[config.mk]
export PLATFORM = sky130hd
export DESIGN_NAME = alu_operand_issue
export DESIGN_NICKNAME = d
export VERILOG_FILES = /design/src/rtl/alu_operand_issue.sv
export SDC_FILE = /design/constraint.sdc
export NUM_CORES = 1
export LEC_CHECK = 0
export BUFFER_PORTS_ARGS = -buffer_cell sky130_fd_sc_hd__buf_4
export CELL_PAD_IN_SITES_DETAIL_PLACEMENT = 1
export CELL_PAD_IN_SITES_GLOBAL_PLACEMENT = 1
export CORE_MARGIN = 2
export CORE_UTILIZATION = 40
export CTS_BUF_LIST = sky130_fd_sc_hd__clkbuf_2
export DETAILED_ROUTE_END_ITERATION = 10
export GPL_TIMING_DRIVEN = 0
export PLACE_DENSITY_LB_ADDON = 0.1
export RECOVER_POWER = 25
export SLEW_MARGIN = 20
export SYNTH_ARGS = -nofsm -noshare
export SYNTH_HDL_FRONTEND = slang
export SYNTH_SLANG_ARGS = --single-unit
[constraint.sdc]
create_clock -name clk -period 6 [get_ports clk]
set_input_delay 0.3 -clock clk [delete_from_list [all_inputs] [get_ports clk]]
set_output_delay 0.3 -clock clk [all_outputs]
set_load 0.05 [all_outputs]
[src/rtl/alu_operand_issue.sv]
// alu_operand_issue
//   Issue stage feeding the ALU. Accepts RV32I instruction words on a
//   valid/ready handshake, decodes OP (0110011) and OP-IMM (0010011),
//   drives the register-file read addresses, captures the operands and
//   presents a registered ALU bundle. A main output register plus one
//   skid entry sustain full throughput under output backpressure.
//   Non-ALU opcodes are accepted and silently dropped.
//
// Ports
//   clk, rst (async, active-high), flush (sync, drops all entries)
//   in_valid/in_ready/in_instr          : instruction input handshake
//   rf_raddr1/rf_raddr2                 : combinational rs1/rs2 fields
//   rf_rdata1/rf_rdata2                 : same-cycle register-file data
//   out_valid/out_ready                 : ALU bundle handshake
//   out_src1, out_src2, out_imm_source, out_imm, out_funct3, out_funct7,
//   out_rd, out_illegal                 : registered ALU bundle
//
// Configuration macro
//   ALU_ISSUE_STRICT_EN : when defined, reject funct7 values outside the
//   base ISA (out_illegal=1, funct7 forced to 0). When undefined,
//   out_illegal is 0 and funct7 passes through unchecked.
module alu_operand_issue #(
  parameter int XLEN      = 32,  // only 32 supported
  parameter int RF_ADDR_W = 5
) (
  input  logic                 clk,
  input  logic                 rst,
  input  logic                 flush,
  input  logic                 in_valid,
  output logic                 in_ready,
  input  logic [31:0]          in_instr,
  output logic [RF_ADDR_W-1:0] rf_raddr1,
  output logic [RF_ADDR_W-1:0] rf_raddr2,
  input  logic [XLEN-1:0]      rf_rdata1,
  input  logic [XLEN-1:0]      rf_rdata2,
  output logic                 out_valid,
  input  logic                 out_ready,
  output logic [XLEN-1:0]      out_src1,
  output logic [XLEN-1:0]      out_src2,
  output logic [XLEN-1:0]      out_imm_source,
  output logic                 out_imm,
  output logic [2:0]           out_funct3,
  output logic [6:0]           out_funct7,
  output logic [RF_ADDR_W-1:0] out_rd,
  output logic                 out_illegal
);

  localparam logic [6:0] OPC_OP     = 7'b0110011;
  localparam logic [6:0] OPC_OP_IMM = 7'b0010011;

  typedef struct packed {
    logic [XLEN-1:0]      src1;
    logic [XLEN-1:0]      src2;
    logic [XLEN-1:0]      imm_source;
    logic                 imm;
    logic [2:0]           funct3;
    logic [6:0]           funct7;
    logic [RF_ADDR_W-1:0] rd;
    logic                 illegal;
  } bundle_t;

  bundle_t main_reg, skid_reg, dec;
  logic    main_valid_reg, skid_valid_reg;
  logic    is_alu;
  logic    take;

  logic [6:0] opcode;
  logic [2:0] funct3;
  logic [6:0] funct7_raw;
  logic       is_shift;

  assign opcode     = in_instr[6:0];
  assign funct3     = in_instr[14:12];
  assign funct7_raw = in_instr[31:25];
  assign is_shift   = (funct3 == 3'b001) || (funct3 == 3'b101);

  assign rf_raddr1 = in_instr[19:15];
  assign rf_raddr2 = in_instr[24:20];

  // Combinational decode of the incoming word into a bundle.
  always_comb begin
    dec        = '0;
    is_alu     = 1'b0;
    dec.src1   = rf_rdata1;
    dec.src2   = rf_rdata2;
    dec.funct3 = funct3;
    dec.rd     = in_instr[11:7];
    if (opcode == OPC_OP) begin
      is_alu     = 1'b1;
      dec.imm    = 1'b0;
      dec.funct7 = funct7_raw;
`ifdef ALU_ISSUE_STRICT_EN
      if (!(funct7_raw == 7'h00 ||
            (funct7_raw == 7'h20 && (funct3 == 3'b000 || funct3 == 3'b101)))) begin
        dec.illegal = 1'b1;
        dec.funct7  = 7'h00;
      end
`endif
    end else if (opcode == OPC_OP_IMM) begin
      is_alu  = 1'b1;
      dec.imm = 1'b1;
      if (is_shift) begin
        dec.imm_source = {{(XLEN-5){1'b0}}, in_instr[24:20]};
        dec.funct7     = funct7_raw;
`ifdef ALU_ISSUE_STRICT_EN
        if (!(funct7_raw == 7'h00 || (funct7_raw == 7'h20 && funct3 == 3'b101))) begin
          dec.illegal = 1'b1;
          dec.funct7  = 7'h00;
        end
`endif
      end else begin
        dec.imm_source = {{(XLEN-12){in_instr[31]}}, in_instr[31:20]};
        dec.funct7     = 7'h00;
      end
    end
  end

  // in_ready depends only on registered state, never on out_ready.
  assign in_ready = !skid_valid_reg;
  assign take     = in_valid && in_ready && is_alu;

  always_ff @(posedge clk or posedge rst) begin
    if (rst) begin
      main_reg       <= '0;
      skid_reg       <= '0;
      main_valid_reg <= 1'b0;
      skid_valid_reg <= 1'b0;
    end else if (flush) begin
      main_valid_reg <= 1'b0;
      skid_valid_reg <= 1'b0;
    end else if (!main_valid_reg || out_ready) begin
      // Main is free this cycle (empty or delivering). A full skid implies
      // in_ready was low, so no new word can be competing with it.
      if (skid_valid_reg) begin
        main_reg       <= skid_reg;
        main_valid_reg <= 1'b1;
        skid_valid_reg <= 1'b0;
      end else if (take) begin
        main_reg       <= dec;
        main_valid_reg <= 1'b1;
      end else begin
        main_valid_reg <= 1'b0;
      end
    end else if (take) begin
      // Main stalled: park the new word in the skid entry.
      skid_reg       <= dec;
      skid_valid_reg <= 1'b1;
    end
  end

  assign out_valid      = main_valid_reg;
  assign out_src1       = main_reg.src1;
  assign out_src2       = main_reg.src2;
  assign out_imm_source = main_reg.imm_source;
  assign out_imm        = main_reg.imm;
  assign out_funct3     = main_reg.funct3;
  assign out_funct7     = main_reg.funct7;
  assign out_rd         = main_reg.rd;
  assign out_illegal    = main_reg.illegal;

endmodule

# Word-level counts from Yosys, hierarchy flattened
# Index checks and enable logic that the tools add are counted.
[classes]
eq_ne = 4
bitwise = 2
reduce_logical = 11
n_mux = 18
[ops]
columns = ["cell", "count"]
rows = [
  ["two-way mux 113 bit", 2],
  ["two-way mux 32 bit", 2],
  ["two-way mux 33 bit", 1],
  ["two-way mux 7 bit", 3],
  ["two-way mux 1 bit", 10],
  ["== test 7 x 5 -> 1 bit, second input constant", 1],
  ["== test 7 x 6 -> 1 bit, second input constant", 1],
  ["AND reduction 3 bit", 2],
  ["nonzero test 2 bit", 2],
  ["== test 3 x 1 -> 1 bit, second input constant", 1],
  ["== test 3 bit, second input constant", 1],
  ["nonzero test 3 bit", 1],
  ["logical AND 1 bit", 2],
  ["logical NOT 1 bit", 2],
  ["logical OR 1 bit", 2],
  ["inverter 1 bit", 2],
]
[word_totals]
reg_bits = 227
word_cells = 52

# Logic depth before layout (Yosys ltp)
[logic_depth]
ltp_word = 8
depth_mapped = 7

# Least setup slack after synthesis
# Ideal clock, no wire load.
[synth_timing]
path_type = "reg-to-reg"
start = "reg main_valid_reg, in the netlist out_valid"
end = "reg skid_reg[59] in the netlist's numbering"
setup_slack_ps = 4249
setup_ps = 125
path_stages_with_launch = 6
t_arrival_ps = 1626
path_buffers = 2
synth_period_minus_slack_ps = 1751
cell_sequence = "dfrtp_1 > and4bb_2 > nand4_4 > buf_6 > buf_6 > mux2_2"
[synth_between]
elab_chain_len = 4
[synth_rtl]
columns = ["item", "line_no", "text"]
rows = [
  ["start: declaration", "63", "logic main_valid_reg, skid_valid_reg;"],
  ["start signal: assignment", "126", "main_valid_reg <= 1'b0;"],
  ["start signal: assignment", "129", "main_valid_reg <= 1'b0;"],
  ["start signal: assignment", "136", "main_valid_reg <= 1'b1;"],
  ["logical NOT 1 bit", "131", "end else if (!main_valid_reg || out_ready) begin"],
  ["logical OR 1 bit", "131", ""],
  ["inverter 1 bit (no source line)", "--", ""],
  ["AND reduction 3 bit (no source line)", "--", ""],
  ["end signal: assignment", "125", "skid_reg <= '0;"],
  ["end signal: assignment", "146", "skid_reg <= dec;"],
  ["end: declaration", "62", "bundle_t main_reg, skid_reg, dec;"],
]
# Every way passes these cells.
# A chain may end at the register's enable or synchronous reset.

==> impl_metrics.csv <==
group,metric,value,unit
sta,setup_violations,0,
die,fp.coreArea,21800,sq um
critical_path,startpoint_type,"primary input",
clocking,cts_resized,0,
power,p_leak,5.99,nW
synth,syn_area_per_cell,14.7,sq um
clocking,hold_buffers,92,
outcome,outcome,"finished, final reports clean",
clocking,clkTransAtPathRegs,0.23,ns
clocking,cts_tree,"yes",
sta,hold_ws,0.0856,ns
power,seq_power_share,0.544,
die,initial_core_util,0.405,
placement,place_ws,3.83,ns
power,power_density,203,nW/um^2
synth,synth-edff-count,0,
cells_and_area,fillers,2195,
cells_and_area,drive_gt1_frac,0.571,
die,io-pin-count,226,
critical_path,end_kind,"asynchronous set/reset pin",
synth,synthTopCellsByArea,"dfrtp_1 53%, mux2_2 20%, mux2_4 14%",
sta,worst_slew_pin_slew,1.32,ns
placement,io_buffer_count,219,
clocking,cts_max_path_buffers,2,
synth,yosys_most_used_dff,"dfrtp_1",
power,power,2.43,mW
drt,wl_per_cell,18.4,um
power,pwr-share-comb,0.195,
worst_hold_path,min_path_type,"in2reg",
grt,grt_start_max_net_pins,91,
die,die_x,152,um
sta,period_minus_slack,2.25,ns
power,power_switching,0.726,mW
power,clockPowerShare,0.261,
drt,drc_errors,0,
critical_path,arrival,3.17,ns
synth,synth_seq_cells,186,
clocking,insertion_delay,0.73,ns
synth,yosys_warnings,0,
clocking,cts_setup_buffers,0,
placement,place_congestion,0.768,
cells_and_area,largest_reg_flops,92,
sta,timing.final.crit_share,0.375,
power,p_sw_frac,0.299,
grt,antenna_found_initial,2,
critical_path,worstPathMaxFanout,90,
grt,grt_first_pass_wirelength,36400,um
cells_and_area,area_delta_synth_final,36.0,%
die,dieHeight,152,um
drt,postRouteAntennaNets,0,
synth,synth.distinct_cells,27,
critical_path,crit_required,6.92,ns
synth,synth_top_area_cell,"dfrtp_1",
sta,fmax,444,MHz
power,p_int,1.70,mW
cells_and_area,final_cells,1227,
synth,synthCells,601,
cells_and_area,final_util,0.551,
placement,dp.final_hpwl,15900,um
drt,dr.pass1.iters,4,
grt,grt_pass1_vias,6740,
sta,skew,0.0330,ns
grt,grt_use_total,0.197,
cells_and_area,final_nets,1034,
drt,post_drt_via_cell_ratio,4.84,
job,drv_cap,0,
sta,drv_slew,0,
drt,drtIter0Drc,211,
synth,ys_seq_area_frac,0.528,
die,dieArea,23200,sq um
power,ir_drop,117,uV
grt,grt.overflow.total,0,
sta,fin_ws,3.75,ns
clocking,root_buffer,"clkbuf_2",
placement,dp.cells,1102,
synth,async_reset_ff_frac,1.00,
synth,yosys.area.top_type_share,0.528,
clocking,clock_sinks,186,
drt,vias,5937,
synth,syn-cell-area,8810,sq um
clocking,htree_levels,4,
drt,drt_wl_total,22600,um
clocking,numCtsBuffers,17,
sta,hold_viol,0,
die,fp-row-count,54,
sta,rsz0062_at_grt,"false",
sta,relSlewSlack,0.118,
synth,synth.net_count,702,
critical_path,crit_type,"in2async",
==> per-stage QoR <==
stage	cell area, sq um	TNS (ns)
5_1_grt	12000	0
3_5_place_dp	10900	0
2_1_floorplan	8810	0
3_3_place_gp	10800	-249.05
6_report	12000	0
4_1_cts	12000	0
==> power groups by stage <==
stage / Combinational, mW / Clock (mW) / Sequential [mW]
after floorplan: 0.127 / 0 / 1.48
after global placement: 0.417 / 0 / 1.34
after detailed placement: 0.431 / 0 / 1.34
after CTS: 0.480 / 0.673 / 1.32
after global routing: 0.499 / 0.723 / 1.33
final: 0.473 / 0.635 / 1.32
==> worst paths after layout <==
kind | from | endpoint | slack [ns] | cells past startpoint
max | rst | out_imm_source[4]$_DFFE_PP0P_ | 3.75 | 6
min | in_instr[6] | skid_reg[16]$_DFFE_PP0P_ | 0.09 | 4
max reg2reg | skid_valid_reg$_DFFE_PP0P_ | out_src1[11]$_DFFE_PP0P_ | 3.87 | 5
min reg2reg | skid_reg[16]$_DFFE_PP0P_ | skid_reg[16]$_DFFE_PP0P_ | 0.51 | 2
max in group clk | out_imm_source[30]$_DFFE_PP0P_ | out_imm_source[25] | 3.78 | 2
min in group asynchronous | rst | out_src1[20]$_DFFE_PP0P_ | 0.93 | 4
==> worst max-delay path, stage by stage <==
cell and delay [ns]:
dlygate4sd3_1 0.54, clkbuf_4 0.13, dlygate4sd3_1 0.56, clkinvlp_2 0.78, buf_16 0.44, buf_16 0.35
==> metal layers <==
| metal | track usage | share of wire |
|---|---|---|
| met4 | 0.0595 | 0.017 |
| met2 | 0.347 | 0.52 |
| met5 | 0 | 0 |
| met1 | 0.245 | 0.42 |
| met3 | 0.0412 | 0.037 |
==> cell families after synthesis <==
family                 synth area share
and+or+nand+nor                  0.0346
muxes                             0.333
DFF                               0.528
AOI/OAI and AO/OA                0.0362
other                          0.000425
buffers and inverters            0.0677
==> cell usage in the layout, fill, tap and decap left out, types with 2 or more instances in the layout <==
master	Yosys	routed
inv_1	2	2
nand2b_1	2	2
buf_6	7	7
o21ai_0	28	28
a32o_1	14	14
clkbuf_1	15	20
clkinv_2	0	4
buf_12	9	9
clkbuf_2	0	18
bufinv_16	0	2
nand2_1	52	52
mux2_2	154	154
a21oi_1	2	2
buf_4	34	247
diode_2	0	2
inv_6	0	4
buf_16	0	2
mux2_4	80	80
dfrtp_1	186	186
dlygate4sd3_1	0	92
buf_2	3	3
==> synth_stat cells (2+ instances only) <==
master and instances:
buf_4 34, clkbuf_1 15, o21ai_0 28, mux2_2 154, nand2b_1 2, nand2_1 52, buf_12 9, dfrtp_1 186
inv_1 2, mux2_4 80, a32o_1 14, a21oi_1 2, buf_2 3, buf_6 7
==> layout make-up <==
cell class,count,area (sq um),area share
clock buffer,18,90.1,0.00751
buffer,68,586,0.0488
antenna,2,5.00,0.000417
timing repair buffer,313,2600,0.217
clock inverter,13,143,0.0119
multi-input combinational,344,3550,0.296
sequential,186,4650,0.388
inverter,3,12.5,0.00104
tap,280,350,0.0292
(Power assumes the default switching activity.)
